### src/rtl/instruction_fetch_block.sv
// Fetch stage: owns the PC, drives a synchronous instruction ROM and hands
// (ins, current_address) to jump control, inserting a bubble on each redirect.
module instruction_fetch_block #(
  parameter int ADDR_W = 8,
  parameter int INS_W  = 20,
  parameter logic [ADDR_W-1:0] RESET_VECTOR = 8'h00,
  parameter logic [INS_W-1:0]  NOP_INS      = 20'h00000
) (
  input  logic              clk,
  input  logic              reset,
  input  logic              pc_mux_sel,
  input  logic [ADDR_W-1:0] jmp_loc,
  input  logic              stall,
  output logic [ADDR_W-1:0] imem_addr,
  output logic              imem_en,
  input  logic [INS_W-1:0]  imem_rdata,
  output logic [INS_W-1:0]  ins,
  output logic [ADDR_W-1:0] current_address,
  output logic              ins_valid
);

  typedef enum logic [1:0] {BOOT, RUN, SQUASH} state_e;

  state_e            state_q, state_d;
  logic [ADDR_W-1:0] pc_q, pc_d;
  logic [ADDR_W-1:0] addr_q, addr_d;

  always_ff @(posedge clk or negedge reset) begin
    if (!reset) begin
      state_q <= BOOT;
      pc_q    <= RESET_VECTOR;
      addr_q  <= '0;
    end else begin
      state_q <= state_d;
      pc_q    <= pc_d;
      addr_q  <= addr_d;
    end
  end

  // Redirects leave addr_q alone: the data behind it is squashed anyway.
  always_comb begin
    state_d = state_q;
    pc_d    = pc_q;
    addr_d  = addr_q;
    unique case (state_q)
      BOOT: begin
        addr_d  = pc_q;
        pc_d    = pc_q + 1'b1;
        state_d = RUN;
      end
      RUN: begin
        if (pc_mux_sel) begin
          pc_d    = jmp_loc;
          state_d = SQUASH;
        end else if (!stall) begin
          addr_d = pc_q;
          pc_d   = pc_q + 1'b1;
        end
      end
      SQUASH: begin
        if (pc_mux_sel) begin
          pc_d = jmp_loc;
        end else begin
          addr_d  = pc_q;
          pc_d    = pc_q + 1'b1;
          state_d = RUN;
        end
      end
      default: state_d = BOOT;
    endcase
  end

  always_comb begin
    ins_valid       = (state_q == RUN);
    ins             = ins_valid ? imem_rdata : NOP_INS;
    imem_en         = !(ins_valid && stall && !pc_mux_sel);
    imem_addr       = pc_q;
    current_address = addr_q;
  end

endmodule

### config.mk
export PLATFORM = sky130hd
export DESIGN_NAME = instruction_fetch_block
export DESIGN_NICKNAME = d
export VERILOG_FILES = /design/src/rtl/instruction_fetch_block.sv
export SDC_FILE = /design/constraint.sdc
export NUM_CORES = 1
export LEC_CHECK = 0
export CORE_AREA = 3 3 58 60
export DETAILED_ROUTE_END_ITERATION = 6
export DIE_AREA = 0 0 61 63
export PLACE_DENSITY = 0.81
export RECOVER_POWER = 50
export SLEW_MARGIN = 25
export SYNTH_ARGS = -nofsm -noshare
export SYNTH_HDL_FRONTEND = slang
export SYNTH_SLANG_ARGS = --single-unit
### constraint.sdc
create_clock -name clk -period 4.8 [get_ports clk]
set_input_delay 0.96 -clock clk [delete_from_list [all_inputs] [get_ports clk]]
set_output_delay 0.96 -clock clk [all_outputs]
set_load 0.01 [all_outputs]
# == Yosys cells after proc, flatten, opt, wreduce, memory -nomap -nowiden ==
# Index checks and enable logic that the tools add are counted.
# word_totals
reg_bits,18
inputBits,32
output_inout_bits,38
elab_cells,32
# op_classes
add_sub_neg,1
n_eq_ne,7
mux,12
n_reduce_logical,9
# op_table
operator,n
8-bit two-way mux,6
8-bit one-hot mux with 3 select lines,2
20-bit two-way mux,1
8-bit by 1-bit adder with 8-bit output (second input constant),1
2-bit inequality test (second input constant),4
2-bit one-hot mux with 3 select lines,1
2-bit two-way mux,2
2-bit AND reduction,2
4-bit AND reduction,1
3-bit inequality test (second input constant),1
3-bit nonzero test,1
2-bit by 1-bit equality test with 1-bit output (second input constant),1
2-bit equality test (second input constant),1
1-bit logical AND,2
1-bit logical NOT,2
2-bit logical NOT,1

# == Depth between registers and ports, before layout ==
# Gate-level depths: netlist of the first run.
# logic_depth
depth_word,4
ltp_mapped,7
mapped_depth_nobuf,6

# == Worst setup path before layout of the first run ==
# OpenSTA, ideal clock, no wires.
# synth_path
kind,input -> output
startpoint,input port pc_mux_sel
endpoint,output port imem_en
t_arrival_ns,1.298
setup_slack_ns,2.542
stages,2
path_buffers,0
cell_sequence,nor2b_1 nand2_1
# synth_via
elab_chain_len,3
# synth_rtl
element,line,text
"start, declared",11,"input logic pc_mux_sel,"
1-bit logical NOT,76,imem_en = !(ins_valid && stall && !pc_mux_sel);
1-bit logical AND,76,
1-bit logical NOT,76,
"end, declared",15,"output logic imem_en,"
# Every way passes these cells.

# == Final worst setup path of the first run ==
# Ends and elaborated chain as after synthesis.

==> impl_results.md, run 1 <==
- Outcome: completed
- Clock Path Buffers: 2
- Critical Path End Type: output port
- Pin count of the biggest net entering global routing: 25
- Placer Congestion: 0.800
- ANT cells: 0
- WS Path Type: in -> out
- Slowest cell on crit path: dlygate4sd3_1
- Total track usage: 16.3%
- Clock share of power: 6.5%
- Root Buffer: clkbuf_4
- CTS tree: done
- IO Pins: 70
- Share of cells above drive strength 1: 6.67%
- M1 GR Usage: 18.3%
- Pleak: 0.000772 uW
- Vias: 1,143
- Simple-Gate Fraction of Synth Area: 21.5%
- Post-CTS Setup Bufs: 0
- Number of synthesized flops with an enable pin: 0
- GR Layer Usage met2: 27.8%
- R2R Setup Slk: 2.53 ns
- Placed inst area: 1810 um2
- P_sw: 437 uW
- Most Used Layer, Global Route: met2
- Max_cap viols: 0
- Flop pwr share: 27.5%
- Async SR Flop Fraction: 100%
- Min-delay src: current_address[5]
- Routed len/inst: 14.3 um
- Final slew viol count: 0
- Syn Area/Cell: 9.75 um2
- Adder-cell share of the synthesized area: 5.68%
- Fmax: 293 MHz
- Synth Area in XOR/XNOR: 0%
- Post-route minimum period: 3.41 ns
- Netlist cell types: 26
- CTS HTree Levels: 1
- Num Clock Sinks: 18
- Vias in the first global route: 1,141
- RR Endpoint: imem_addr[0]
- Clk_lat worst skew: 0.29 ns
- 1st-iter DRT viols: 63
- Crit path required time: 3.84 ns
- R2R cell count: 6
- Die area: 3840 um2
- Initial antenna violation count: 0
- Unrepaired setup endpoints after global routing: no
- Clk_skew: 0.00209 ns
- Global-route wire length before repair: 4970 um
- Seq cells post-synth: 18
- Switching Share: 39.3%
- DRT Wirelength: 3040 um
- # rows: 20
- Hold EP: current_address[5]
- # setup viols final: 0
- Sequential element share of the synthesized area: 40.9%
- Worst slew margin: 44.6%
- First drt pass iteration count: 4
- Worst Tran Pin Value: 0.829 ns
- Largest family of logic cells by synthesized area: simple AND/OR/NAND/NOR gates
- Vias per cell: 5.37
- DRT antenna net count: 0
- Design area: 1830 um2
- Cells on Worst Hold Path: 1
- Post-synthesis compound-gate area fraction: 16.6%
- Resized cells post-CTS: 0
- DRC: 0
- CP max stage delay: 0.63 ns
- Fin crit share: 71.1%
- Multiplexer share of the synthesized area: 11.8%
- Synthesized area: 1100 um2
- Grt ovf: 0
- Number of port buffers: 69
- Clock transition at path regs: 0.10 ns
- Total of warnings raised by yosys: 0
- Worst VDD drop: 263 uV
- Critical path's top delay family: buffers and inverters
- Logic pwr share: 66.0%
- Layout area overhead: 65.8%
- Synthesized instance count: 113
- Hold Path Class: reg -> reg
- Met3 usage: 6.82%
- Crit path launch type: input port
- Initial Util: 37.0%
- Internal power: 675 uW
- R2r startpoint: state_q[1]
- Layout Nets: 219
- Core ar.: 2980 um2
- Crit path buf inv count: 2
- Hold-fix buffers, CTS: 0
- Top FF cell, synth: dfrtp_1
- Endpoints failing hold: 0
- Worst-path fanout max: 7
- Total negative setup slack: 0 ns
- Cts bufs inserted: 3
- PD cells: 608 nW/um2
- CP Cell Sequence: dlygate4sd3_1 -> nor2b_1 -> nand2_1 -> clkdlybuf4s50_1
- Die Ht: 63 um
- Syn nets: 150
- Arr. time, crit path: 2.45 ns
- DPL Wire Length: 2470 um
- Chip width: 61 um
layout make-up:
cell class / instances / area (um2)
Clock buffer: 3 / 22.5
Fill cell: 246 / 1150
Inverter: 3 / 11.3
Multi-Input combinational cell: 87 / 612
Sequential cell: 18 / 450
Tap cell: 33 / 41.3
Timing Repair Buffer: 69 / 691
Yosys cell counts, types with 2 or more instances:
| library cell | instances | share of area [%] |
|---|---|---|
| a21oi_1 | 12 | 5.4 |
| a2bb2oi_1 | 2 | 1.6 |
| and2_1 | 20 | 11 |
| and3_1 | 2 | 1.1 |
| buf_2 | 2 | 0.91 |
| clkbuf_1 | 2 | 0.68 |
| dfrtp_1 | 18 | 41 |
| ha_1 | 5 | 5.7 |
| inv_1 | 3 | 1.0 |
| mux2_4 | 8 | 11 |
| nand2_1 | 10 | 3.4 |
| nand2b_1 | 2 | 1.1 |
| nand3_1 | 3 | 1.4 |
| o21ai_0 | 10 | 4.5 |
| o22ai_1 | 2 | 1.1 |
| o2bb2ai_1 | 2 | 1.6 |
flip-flops by register name, indices dropped and copies added (netlist names):
name             flops
state_q              2
imem_addr            8
current_address      8
routing by layer:
layer  vias to the layer above  part of all wire, %
met5                         -                    0
met4                         0                  1.0
met3                         6                   13
met2                        80                   48
met1                       524                   38
li1                        533                    -
worst max path at each step:
stage                     startpoint  endpoint  slack, ns  cells after the start
final                     pc_mux_sel   imem_en       1.39                      4
after global routing      pc_mux_sel   imem_en       1.27                      4
after CTS                 pc_mux_sel   imem_en       1.47                      4
after detailed placement  pc_mux_sel   imem_en       1.47                      4
after global placement    pc_mux_sel   imem_en       1.51                      4
after floorplan           pc_mux_sel   imem_en       2.54                      2
cell families (layout without fill, tap and decap cells):
| logic type | after synthesis | after routing |
|---|---|---|
| simple gates | 42 | 42 |
| compound gates | 31 | 31 |
| flops | 18 | 18 |
| mux | 9 | 9 |
| buf+inv | 8 | 75 |
| fa+ha+maj | 5 | 5 |
stage by stage:
step / utilization (%) / power [uW] / worst slack (ns) / std cells / hold slack, ns
2_1_floorplan: - / 736 / 2.54 / 113 / 0.525
3_3_place_gp: 60.6 / 1050 / 1.51 / 210 / 0.495
3_5_place_dp: 60.6 / 1080 / 1.47 / 210 / 0.495
4_1_cts: 61.4 / 1150 / 1.47 / 213 / 0.519
5_1_grt: 61.4 / 1210 / 1.27 / 213 / 0.530
6_report: 61.4 / 1110 / 1.39 / 213 / 0.509
cell usage in the layout, fill, tap and decap left out, drive strengths merged:
master / instances
and4: 1
nand4: 1
a22o: 1
o22ai: 2
nor2b: 1
mux2i: 1
nand3: 3
mux2: 8
dlygate4sd3: 18
and3: 2
nand2b: 2
inv: 3
nor2: 1
a21oi: 12
nand2: 10
clkdlybuf4s50: 51
o21ai: 10
o2bb2ai: 2
dfrtp: 18
a21o: 1
a2bb2oi: 2
ha: 5
and2: 21
o41ai: 1
clkbuf: 3
power groups by stage:
stage	combinational, uW	clock [uW]	sequential (uW)
after floorplan	410	0	326
after global placement	742	0	304
after detailed placement	766	0	312
after CTS	771	75.6	308
after global routing	807	82.6	319
final	733	72.6	305
No activity file was read; power rests on OpenSTA's default activity.
==> run 2: changes to the inputs <==
--- a/config.mk
+++ b/config.mk
@@ -5,10 +5,10 @@
 export SDC_FILE = /design/constraint.sdc
 export NUM_CORES = 1
 export LEC_CHECK = 0
-export CORE_AREA = 3 3 58 60
+export CORE_AREA = 3 3 60 62
 export DETAILED_ROUTE_END_ITERATION = 6
-export DIE_AREA = 0 0 61 63
-export PLACE_DENSITY = 0.81
+export DIE_AREA = 0 0 63 65
+export PLACE_DENSITY = 0.77
 export RECOVER_POWER = 50
 export SLEW_MARGIN = 25
 export SYNTH_ARGS = -nofsm -noshare
==> constraint.sdc (replaced) <==
create_clock -name clk -period 3.27 [get_ports clk]
set_input_delay 0.654 -clock clk [delete_from_list [all_inputs] [get_ports clk]]
set_output_delay 0.654 -clock clk [all_outputs]
set_load 0.01 [all_outputs]
==> impl_results.md, run 2 (synthesis gave the netlist of run 1 again) <==
- Outcome: completed
- Die area: 4100 um2 (+6.6%)
- Filler Cell Count: 279 (+13%)
- DRT Wirelength: 3150 um (+3.6%)
- DRT antenna net count: 0 (unchanged)
- Layout Nets: 220 (+0.46%)
- Crit path required time: 2.62 ns (-1.22 ns)
- Commonest non-fill, non-tap cell in the layout: clkdlybuf4s50_1
- Post-CTS Setup Bufs: 0 (unchanged)
- Worst-path fanout max: 24 (+17)
- Clock share of power: 8.4% (+1.9 points)
- Internal power: 1020 uW (+51%)
- Chip width: 63 um (+3.3%)
- Initial Util: 35.8% (-1.2 points)
- IO Pins: 70 (unchanged)
- RR Endpoint: current_address[2]
- Hold Slack: 0.517 ns (+0.00813 ns)
- Initial antenna violation count: 0 (unchanged)
- Pin count of the biggest net entering global routing: 25 (unchanged)
- Total negative setup slack: 0 ns (unchanged)
- DPL Wire Length: 2520 um (+2.1%)
- Max_cap viols: 0 (unchanged)
- ANT cells: 0 (unchanged)
- Final Util: 60.5% (-0.86 points)
- Global-route wire length before repair: 5250 um (+5.5%)
- Worst slew margin: 44.4% (-0.20 points)
- Grt ovf: 0 (unchanged)
- DRC: 0 (unchanged)
- Resized cells post-CTS: 0 (unchanged)
- Flop pwr share: 26.7% (-0.8 points)
- Placer Congestion: 0.797 (-0.31%)
- Hold EP: current_address[0]
- Pleak: 0.000784 uW (+1.5%)
- Min-delay src: current_address[0]
- First drt pass iteration count: 4 (unchanged)
- Clk_skew: 0.00774 ns (+0.00566 ns)
- Share of cells above drive strength 1: 7.69% (+1.0 points)
- Clock Path Buffers: 2 (unchanged)
- Endpoints failing hold: 0 (unchanged)
- Switching Share: 39.2% (-0.056 points)
- Logic pwr share: 64.8% (-1.2 points)
- PD cells: 903 nW/um2 (+48%)
- Final slew viol count: 0 (unchanged)
- Worst VDD drop: 336 uV (+28%)
- R2r startpoint: state_q[1]
- Post-route minimum period: 2.95 ns
- Cells on Worst Hold Path: 1 (unchanged)
- Core ar.: 3080 um2 (+3.4%)
- Clk_lat worst skew: 0.31 ns (+0.02 ns)
- Hold-fix buffers, CTS: 0 (unchanged)
- Root Buffer: clkbuf_4
- CTS HTree Levels: 1 (unchanged)
- # rows: 20 (unchanged)
- # setup viols final: 0 (unchanged)
- Fmax: 339 MHz
- Unrepaired setup endpoints after global routing: no
- Die Ht: 65 um (+3.2%)
- 1st-iter DRT viols: 35 (-44%)
- R2R Setup Slk: 1.16 ns (-1.37 ns)
- Total track usage: 16.0% (-0.32 points)
- Num Clock Sinks: 18 (unchanged)
- Vias: 1,126 (-1.5%)
- Crit path launch type: register
- Commonest cells after routing, fill and taps aside: clkdlybuf4s50_1, and2_1, dfrtp_1, dlygate4sd3_1, a21oi_1
- P_sw: 660 uW (+51%)
- Worst Tran Pin Value: 0.832 ns (+0.00293 ns)
- Number of port buffers: 69 (unchanged)
- Arr. time, crit path: 2.29 ns (-0.16 ns)
- Multi-input logic area: 612 um2 (unchanged)
- Fin crit share: 90.2%
- Vias per cell: 4.98 (-7.2%)
- Vias in the first global route: 1,153 (+1.1%)
- CTS tree: done
- Hold Path Class: reg -> reg
- Routed len/inst: 13.9 um (-2.4%)
- Register Area: 450 um2 (unchanged)
- Cts bufs inserted: 3 (unchanged)
- WS Path Type: reg -> out
- Clock transition at path regs: 0.11 ns (about the same)
- Layout area overhead: 69.0%
- R2R cell count: 5 (-1)
- Critical Path End Type: output port
run 2: changes by cell type in the layout (fill, tap and decap cells not counted):
cell	before	now
buf_4	0	1
clkbuf_8	0	1
run 2: worst max-delay path by stage:
stage / startpoint / slack [ns] / cells past startpoint / to
after floorplan: state_q[1] / 1.47 / 4 / imem_en
after global placement: pc_mux_sel / 0.58 / 4 / imem_en
after detailed placement: pc_mux_sel / 0.54 / 4 / imem_en
after CTS: state_q[1] / 0.29 / 5 / imem_en
after global routing: state_q[1] / 0.14 / 5 / imem_en
final: state_q[1] / 0.32 / 5 / imem_en
run 2: area by class of cell:
type / instances / area share, %
clock buffer: 4 / 1.95
inverter: 3 / 0.604
multi-input combinational: 87 / 32.8
sequential: 18 / 24.2
tap: 44 / 2.95
timing repair buffer: 70 / 37.5
run 2: metal layers:
layer	global-route usage (%)	share of wire [%]	wire length [um]
met5	0	0	0
met1	17.4	41	1310
met3	3.64	9.3	293
met2	30.8	48	1520
met4	4.13	0.95	30
run 2: power by group through the flow:
stage | logic (uW) | clock network [uW] | registers (uW)
detailed placement | 1130 | 0 | 460
global placement | 1100 | 0 | 446
floorplan | 602 | 0 | 478
CTS | 1140 | 143 | 455
finish | 1090 | 141 | 450
global route | 1190 | 151 | 471
run 2: stage by stage:
stage | std cells | setup slack, ns | power, uW | area, um2
3_3_place_gp | 222 | 0.583 | 1540 | 1830
6_report | 226 | 0.322 | 1680 | 1860
2_1_floorplan | 113 | 1.47 | 1080 | 1100
5_1_grt | 226 | 0.135 | 1810 | 1860
3_5_place_dp | 222 | 0.538 | 1590 | 1830
4_1_cts | 226 | 0.288 | 1740 | 1860
run 2: critical path, cell delays in order, from the launching register on:
cell and delay, ns:
dfrtp_1 0.43, inv_1 0.11, ha_1 0.51, nor2b_1 0.37
nand2_1 0.09, clkdlybuf4s50_1 0.48
==> RTL edit, RTL diff (flow settings as in run 2) <==
The parameter `INS_W` goes from 20 to 22.
--- a/src/rtl/instruction_fetch_block.sv
+++ b/src/rtl/instruction_fetch_block.sv
@@ -2,7 +2,7 @@
 // (ins, current_address) to jump control, inserting a bubble on each redirect.
 module instruction_fetch_block #(
   parameter int ADDR_W = 8,
-  parameter int INS_W  = 20,
+  parameter int INS_W  = 22,
   parameter logic [ADDR_W-1:0] RESET_VECTOR = 8'h00,
   parameter logic [INS_W-1:0]  NOP_INS      = 20'h00000
 ) (
Ports: changed (resized imem_rdata and ins); port bits go from 70 to 74. No check against the original RTL was run, so the function may have changed too.
==> RTL edit against run 2 <==
  * Setup slack lost 24 ps
  * Cell area grew 2.4%
  * Power grew 1.1%
  * Register-to-register slack lost 120 ps
  * Routed wire length grew 4.3%
  * Sequential cell count is the same
  * Maximum frequency shrank 0.81%
  * Core utilization grew 1.5 points
  * Area after synthesis grew 1.4%
  * Largest power group unchanged
  * Highest routed layer unchanged
==> RTL edit: results (changes against run 2) <==
stage,metric,value,unit,change
setup_path,worst_path_max_delay_cell,ha_1,,
global_route,grt_pass1_wl,5.168,mm,-1.6%
place,routabilityCongestion,0.7964,,-0.11%
run_status,outcome,finished clean,,
clocking,clk_latency,300,ps,
final_layout,drive_gt1_frac,0.06952,,-0.007404
place,port_buffers,73,,+5.8%
synthesis,yosysSeqAreaShare,0.4031,,-0.005491
clocking,cts_setup_buffers,0,,unchanged
setup_path,arrival,2320,ps,+30 ps
sta,max-slew-margin-rel,0.4338,,-0.01001
clocking,cts_max_path_buffers,2,,unchanged
synthesis,synth_area_leaders,"dfrtp_1, and2_1, mux2_4",,
setup_path,slowest_delay,550,ps,+40 ps
worst_hold_path,min_path_type,reg -> reg,,
setup_path,path_max_fanout,26,,+8.3%
route,viasPerCell,4.922,,-1.2%
global_route,grt_use_total,0.1593,,-0.0006062
sta,fmax,336.4,MHz,-0.81%
place,pre_cts_slack,652.2,ps,+114.7 ps
place,hpwl,2.629,mm,+4.4%
synthesis,synth_commonest_cells,"and2_1, dfrtp_1, a21oi_1",,
final_layout,nNetsFinal,227,,+3.2%
global_route,grt_start_max_net_pins,27,,+8.0%
clocking,cts_resized,0,,unchanged
global_route,grt_pass1_vias,1188,,+3.0%
global_route,antenna_found_initial,0,,unchanged
power,p_leak,0.7998,nW,+2.0%
setup_path,r2r_slack,1040,ps,-120 ps
sta,skew,0.7024,ps,-7.042 ps
power,ir_drop,326.0,uV,-3.0%
synthesis,syn_nets,154,,+2.7%
final_layout,antenna_cells,0,,unchanged
synthesis,synth_warnings,0,,unchanged
synthesis,synthArstFlopShare,1.000,,unchanged
route,wire_per_inst,14.22,um,+2.0%
route,first_iter_violations,24,,-31%
synthesis,synth_cell_types,26,,unchanged
setup_path,critical_path.top_delay_family,buffers and inverters,,
clocking,cts_inserted_buffers,3,,unchanged
==> RTL edit: area by class of cell <==
class                           count  area (sq um)
Clock buffer                        4         36.28
Timing Repair Buffer               73         730.7
Fill cell                         278          1170
Multi-Input combinational cell     89         624.3
Inverter                            3         11.26
Sequential cell                    18         450.4
Tap cell                           44         55.05
==> RTL edit: logic make-up after synthesis <==
kind of cell | Yosys count | synth area share
simple gates | 44 | 0.2251
flops | 18 | 0.4031
mux | 9 | 0.1165
fa+ha+maj | 5 | 0.05599
buf+inv | 8 | 0.03584
compound gates | 31 | 0.1635
==> RTL edit: path summary, 6_finish.rpt <==
path | start | to | cells after the start
setup / recovery | state_q[1] | imem_en | 5
hold / removal | current_address[0] | current_address[0] | 1
setup reg to reg | state_q[1] | imem_addr[0] | 6
hold reg to reg | current_address[0] | current_address[0] | 1
max in group asynchronous | reset | imem_addr[1] | 1
min in group asynchronous | reset | current_address[3] | 1
==> RTL edit: through the flow <==
step	util	cells	area [sq um]	hold slack, ps
after detailed placement	0.6089	227	1874	491.0
final	0.6199	231	1908	510.5
after global placement	0.6089	227	1874	494.5
after floorplan	-	115	1117	358.4
after global routing	0.6199	231	1908	530.8
after CTS	0.6207	231	1911	520.7
==> RTL edit: layer usage <==
layer	GRT usage	part of all wire	vias up
met4	0.05510	0.0076	0
li1	-	-	548
met3	0.05373	0.12	3
met2	0.2951	0.49	72
met5	0	0	-
met1	0.1670	0.39	514
==> RTL edit: power by group <==
part | switching (mW) | leakage, nW | total (mW) | internal (mW)
Sequential | 0.106 | 0.203 | 0.444 | 0.338
Combinational | 0.489 | 0.576 | 1.12 | 0.629
Clock | 0.0712 | 0.0210 | 0.139 | 0.0679
